--- config.mk ---
export PLATFORM = sky130hd
export DESIGN_NAME = mgmt_gpio_ctrl
export DESIGN_NICKNAME = d
export VERILOG_FILES = /design/src/rtl/mgmt_gpio_ctrl.sv
export SDC_FILE = /design/constraint.sdc
export NUM_CORES = 1
export LEC_CHECK = 0
export CELL_PAD_IN_SITES_DETAIL_PLACEMENT = 1
export CELL_PAD_IN_SITES_GLOBAL_PLACEMENT = 2
export CORE_ASPECT_RATIO = 1.2
export CORE_MARGIN = 10
export CORE_UTILIZATION = 36
export DETAILED_ROUTE_END_ITERATION = 7
export PLACE_DENSITY = 0.89
export SETUP_SLACK_MARGIN = 0.02
export SYNTH_ARGS = -nofsm -noshare
export SYNTH_HDL_FRONTEND = slang
export SYNTH_SLANG_ARGS = --single-unit
--- constraint.sdc ---
create_clock -name wb_clk_i -period 3.1 [get_ports wb_clk_i]
set_clock_uncertainty 0.2 [all_clocks]
set_input_delay 0.62 -clock wb_clk_i [delete_from_list [all_inputs] [get_ports wb_clk_i]]
set_output_delay 0.62 -clock wb_clk_i [all_outputs]
set_load 0.005 [all_outputs]
--- src/rtl/mgmt_gpio_ctrl.sv ---
// Management GPIO controller: output/OEB registers toward the pad buffer, synchronized
// input edge capture with sticky W1C status and masked interrupt. Option: MGMT_GPIO_DEBOUNCE_EN.
module mgmt_gpio_ctrl #(
    parameter int NBITS   = 18,
    parameter int NOEB    = 3,
    parameter int DEB_DIV = 16
) (
    input  logic             wb_clk_i,
    input  logic             wb_rst_i,
    input  logic             reg_we,
    input  logic [2:0]       reg_addr,
    input  logic [NBITS-1:0] reg_wdata,
    output logic [NBITS-1:0] reg_rdata,
    input  logic [NBITS-1:0] mgmt_gpio_in_buf,
    output logic [NBITS-1:0] mgmt_gpio_out,
    output logic [NOEB-1:0]  mgmt_gpio_oeb,
    output logic             irq
);

    localparam logic [2:0] A_OUT    = 3'd0;
    localparam logic [2:0] A_OEB    = 3'd1;
    localparam logic [2:0] A_IN     = 3'd2;
    localparam logic [2:0] A_STATUS = 3'd3;
    localparam logic [2:0] A_MASK   = 3'd4;
    localparam logic [2:0] A_POL    = 3'd5;

    logic [NBITS-1:0] r_out;
    logic [NOEB-1:0]  r_oeb;
    logic [NBITS-1:0] r_status;
    logic [NBITS-1:0] r_mask;
    logic [NBITS-1:0] r_pol;
    logic [NBITS-1:0] r_sync1;
    logic [NBITS-1:0] r_sync2;
    logic [NBITS-1:0] r_prev;
    logic [NBITS-1:0] r_rdata;
    logic             r_irq;

    logic [NBITS-1:0] w_in;
    logic [NBITS-1:0] w_edge;
    logic [NBITS-1:0] w_w1c;
    logic [NBITS-1:0] w_rd_mux;

`ifdef MGMT_GPIO_DEBOUNCE_EN
    localparam int CW = (DEB_DIV > 1) ? $clog2(DEB_DIV) : 1;

    logic [CW-1:0]    r_deb_cnt;
    logic [NBITS-1:0] r_d_a;
    logic [NBITS-1:0] r_d_b;
    logic [NBITS-1:0] r_d_hold;
    logic             w_tick;
    logic [NBITS-1:0] w_d_in;

    assign w_tick = (r_deb_cnt == CW'(DEB_DIV - 1));
    // Two agreeing tick samples pass straight through; otherwise the last agreed value holds.
    assign w_d_in = ((r_d_a ^ r_d_b) & r_d_hold) | (~(r_d_a ^ r_d_b) & r_d_a);

    always_ff @(posedge wb_clk_i) begin
        if (wb_rst_i) begin
            r_deb_cnt <= '0;
            r_d_a     <= '0;
            r_d_b     <= '0;
            r_d_hold  <= '0;
        end else begin
            r_deb_cnt <= w_tick ? '0 : r_deb_cnt + 1'b1;
            r_d_hold  <= w_d_in;
            if (w_tick) begin
                r_d_a <= r_sync2;
                r_d_b <= r_d_a;
            end
        end
    end

    assign w_in = w_d_in;
`else
    assign w_in = r_sync2;
`endif

    // r_prev resets to the same value as the input path, so reset release never looks like an edge.
    assign w_edge = (r_pol & r_prev & ~w_in) | (~r_pol & ~r_prev & w_in);
    assign w_w1c  = (reg_we && reg_addr == A_STATUS) ? reg_wdata : '0;

    always_comb begin
        w_rd_mux = '0;
        case (reg_addr)
            A_OUT:    w_rd_mux = r_out;
            A_OEB:    w_rd_mux = {{(NBITS-NOEB){1'b0}}, r_oeb};
            A_IN:     w_rd_mux = w_in;
            A_STATUS: w_rd_mux = r_status;
            A_MASK:   w_rd_mux = r_mask;
            A_POL:    w_rd_mux = r_pol;
            default:  w_rd_mux = '0;
        endcase
    end

    always_ff @(posedge wb_clk_i) begin
        if (wb_rst_i) begin
            r_out    <= '0;
            r_oeb    <= '1;
            r_status <= '0;
            r_mask   <= '0;
            r_pol    <= '0;
            r_sync1  <= '0;
            r_sync2  <= '0;
            r_prev   <= '0;
            r_rdata  <= '0;
            r_irq    <= 1'b0;
        end else begin
            r_sync1 <= mgmt_gpio_in_buf;
            r_sync2 <= r_sync1;
            r_prev  <= w_in;
            r_rdata <= w_rd_mux;
            // Clear first, then OR in new edges so a same-cycle edge survives its own W1C.
            r_status <= (r_status & ~w_w1c) | w_edge;
            r_irq    <= |(r_status & r_mask);
            if (reg_we) begin
                case (reg_addr)
                    A_OUT:   r_out  <= reg_wdata;
                    A_OEB:   r_oeb  <= reg_wdata[NOEB-1:0];
                    A_MASK:  r_mask <= reg_wdata;
                    A_POL:   r_pol  <= reg_wdata;
                    default: ;
                endcase
            end
        end
    end

    assign reg_rdata     = r_rdata;
    assign mgmt_gpio_out = r_out;
    assign mgmt_gpio_oeb = r_oeb;
    assign irq           = r_irq;

endmodule

**Yosys cells after proc, flatten, opt, wreduce, memory -nomap -nowiden**

Cells that the tools add are included.

- Bits in registers: 148
- Input bits: 42
- Output and inout port bits: 40

- Equal/unequal tests: 5
- Mux-type cells: 2
- Bitwise logic cells: 12
- Reductions and logical operators: 7

Operator list:

| operator | count |
|---|---|
| $and A18 B18 Y18 | 6 |
| $pmux W18 S6 | 1 |
| $not A18 Y18 | 4 |
| $or A18 B18 Y18 | 2 |
| $mux W18 | 1 |
| $reduce_or A18 Y1 | 1 |
| $reduce_and A2 Y1 | 4 |
| $eq A3 B2 Y1 const B | 2 |
| $eq A3 B3 Y1 const B | 2 |
| $eq A3 B1 Y1 const B | 1 |
| $logic_not A3 Y1 | 1 |
| $logic_and A1 B1 Y1 | 1 |

**Logic depth before layout (Yosys ltp)**

- Depth in word-level cells: 6
- Depth in mapped cells: 7
- Gate-level depth less buffers: 4

**Least setup slack after synthesis**

Ideal clock, no wire load.

- Path kind: input port to flip-flop
- From: input port reg_we
- To: register r_status[0]
- Arrival: 1607 ps
- Required time: 2772 ps
- Slack: 1166 ps
- Stages: 7
- Buffers on the path: 3
- Cell sequence: buf_2 -> and4b_1 -> buf_2 -> buf_6 -> nand2_1 -> a221oi_1 -> nor2_1

- Longest elaborated chain between the ends: 5

Ends and longest elaborated chain:

| what | RTL line | RTL |
|---|---|---|
| from (decl) | 10 | `input logic reg_we,` |
| $logic_and A1 B1 Y1 | 80 | `assign w_w1c = (reg_we && reg_addr == A_STATUS) ? reg_wdata : '0;` |
| $mux W18 | 80 |  |
| $not A18 Y18 | 113 | `r_status <= (r_status & ~w_w1c) \| w_edge;` |
| $and A18 B18 Y18 | 113 |  |
| $or A18 B18 Y18 | 113 |  |
| to (signal assigned) | 113 |  |
| to (decl) | 29 | `logic [NBITS-1:0] r_status;` |

No other way between the ends.
A chain may end at the register's enable or synchronous reset.

**Worst setup path in the final report**

- From: input port reg_we
- To: register r_status[12]

The elaborated chain is that of the path after synthesis.

==> metrics.txt <==
Routed wire per std cell roughly 19 µm; Util after Layout 0.475; sequential share of the synthesized area 0.524; required time worst endpoint roughly 3.2 ns; outcome finished, final reports clean; CTS Hold Bufs 0; vias in the first global route a little over 5000; Final period util 0.732; synthesized instance count 620; CTS Buf Count 17; Clock Pin Slew Worst Setup and Hold Paths ~0.06 ns; first-pass detailed-route iteration total 4; Worst Tran Pin Value 0.936 ns; fin cells just over 900; RePlAce Congestion 0.817; Worst VDD drop 363 µV; depth of the worst hold-timing path 1; Max Fclk roughly 0.44 GHz; Max-slew headroom 0.376; Routed WL roughly 18000 µm; Leak roughly 2.6 nW; # DRC 0; area delta synth->final 30.3%; core footprint 15500 µm²; CTS tree yes; Seq cells post-synth 148; Worst R2R Path Depth 4; Root Driver clkbuf_16; most common cell after layout, fill and taps aside dfxtp_1; CP peak stage delay ~0.66 ns; clock sink total between 100 and 150; die area about 21000 µm²; footprint of the multi-input gates around 2500 µm²; Fin. Hold Viols 0; Setup TNS 0 ns; Die X 134 µm; fillers 1824; row count 50; Pwr Density 616 nW/µm²; dpl cells 898; critical path class in2reg; post-route minimum period 2.27 ns; DIE HEIGHT 157 µm; vias slightly below 5000; GRT Total Usage 0.167; Post-CTS Setup Bufs 0; Layout Nets about 750; Netlist Area Pre-Place 5650 µm²; Post-Syn Area per Cell 9.12 µm²; Min-Delay Path Class reg2reg; Port Buf Inserts 81; grt total ovfl 0; CP delay by family, top buffers and inverters; worst-case hold path end point r_sync2[7]$_SDFF_PP0_; max-slew violation count 0; Critical Path Source Type input port; post-route ant nets 0; 1st-iter DRT viols roughly 260; Crit. End Element flip-flop; clk_lat worst skew approximately 0.42 ns; antenna cell count 0; IO Count roughly 80; Unique masters post-synth 34; Syn. warnings 0; Starting Density 0.364; worst-path cell with the longest stage delay clkdlybuf4s50_1; mean number of vias per cell between 5 and 6; Worst Path Buf+Inv 2; share of post-route cells with drive strength above 1 0.102; CTS H-Tree Depth 4; CP cell instances clkdlybuf4s50_1 > and4b_1 > buf_4 > nand2_1 > a221oi_1 > nor2_1; WP data arrival ~2.4 ns; total power around 4.5 mW; Final Setup Violations 0; most frequent cells in the layout 148 x dfxtp_1, 127 x nand2_1, 80 x clkdlybuf4s50_1, 76 x nor2b_1, 73 x a21oi_1; post-cts resize count 0; register area between 2000 and 3000 µm²; reg2reg end irq$_SDFF_PP0_; Syn Nets ~660; initial antenna violation count 0; DPL Wire Length approximately 12000 µm; CP max FO 13; largest net degree at the start of global routing a little over 90; Min Hold Slack roughly 0.24 ns; Clock Path Buffers 2; reg-to-reg startpoint r_status[1]$_SDFF_PP0_; first-pass GRT wire length about 28000 µm; RSZ-0062 raised after global routing false; Reg2Reg Setup Slack between 1 and 1.5 ns; worst hold start r_sync1[7]$_SDFF_PP0_; number of max-cap violations 0
[synthesized netlist by cell type, drive strengths merged]
cell | instances | area, µm²
a211o | 3 | 26.3
a211oi | 2 | 15.0
a21o | 1 | 7.51
a21oi | 83 | 453
a221oi | 22 | 193
a22o | 4 | 35.0
a22oi | 20 | 150
a31oi | 1 | 6.26
and2 | 1 | 6.26
and2b | 1 | 7.51
and3 | 2 | 12.5
and3b | 2 | 17.5
and4b | 1 | 10.0
buf | 22 | 138
clkbuf | 16 | 60.1
dfxtp | 148 | 2960
mux2 | 5 | 56.3
mux2i | 17 | 170
nand2 | 127 | 477
nand2b | 1 | 6.26
nand3 | 1 | 10.0
nand3b | 1 | 7.51
nor2 | 39 | 146
nor2b | 76 | 475
nor3 | 1 | 10.0
nor3b | 20 | 166
o22a | 3 | 26.3
[stage by stage]
stage	setup slack, ns	cell area [µm²]
2_1_floorplan	1.17	5650
5_1_grt	0.753	7360
6_report	0.832	7360
3_3_place_gp	0.537	6730
4_1_cts	0.843	7360
3_5_place_dp	0.389	6730
[metal layers]
layer | global-route usage | wire, µm | up-vias
met2 | 0.296 | 9070 | 97
met1 | 0.188 | 7560 | 2418
met4 | 0.0669 | 345 | 0
li1 | - | - | 2297
met3 | 0.0411 | 615 | 27
met5 | 0 | 0 | -
[logic make-up (layout without fill, tap and decap cells)]
kind of cell	after synthesis	after routing	synth area share
muxes	22	22	0.0401
and+or+nand+nor	273	273	0.239
DFF	148	148	0.524
buffers and inverters	38	140	0.0350
AOI/OAI and AO/OA	139	139	0.161
[sequential cells by signal (all words and copies together) (netlist names)]
| register | count |
|---|---|
| mgmt_gpio_out | 18 |
| reg_rdata | 18 |
| r_prev | 18 |
| r_pol | 18 |
| mgmt_gpio_oeb | 3 |
| r_mask | 18 |
| r_sync2 | 18 |
| r_sync1 | 18 |
| irq | 1 |
| r_status | 18 |
[how the worst max path moves through the flow]
stage                      from                        to  slack, ns  cells past startpoint
CTS                      reg_we   r_status[12]$_SDFF_PP0_       0.84                      6
global route             reg_we    r_status[9]$_SDFF_PP0_       0.75                      6
floorplan                reg_we    r_status[0]$_SDFF_PP0_       1.17                      7
detailed placement       reg_we   r_status[12]$_SDFF_PP0_       0.39                      6
finish                   reg_we   r_status[12]$_SDFF_PP0_       0.83                      6
global placement    reg_addr[2]  reg_rdata[17]$_SDFF_PP0_       0.54                      4
[area by class of cell]
type                       instances  share of cell area
multi-input combinational        434               0.338
sequential                       148               0.402
clock buffer                      24              0.0668
timing repair buffer             108               0.137
tap                              208              0.0353
clock inverter                     8              0.0199
[worst register-to-register path, delay by kind of cell (launching register included)]
family | cells | cell delay, ns
compound gates | 3 | 0.73
flops | 1 | 0.33
simple gates | 1 | 0.23
[where the power goes]
| part | switching, mW | internal (mW) |
|---|---|---|
| clock network | 0.783 | 1.43 |
| registers | 0.0455 | 1.97 |
| logic | 0.157 | 0.150 |
Note: power is estimated with default switching activity, not from simulation.
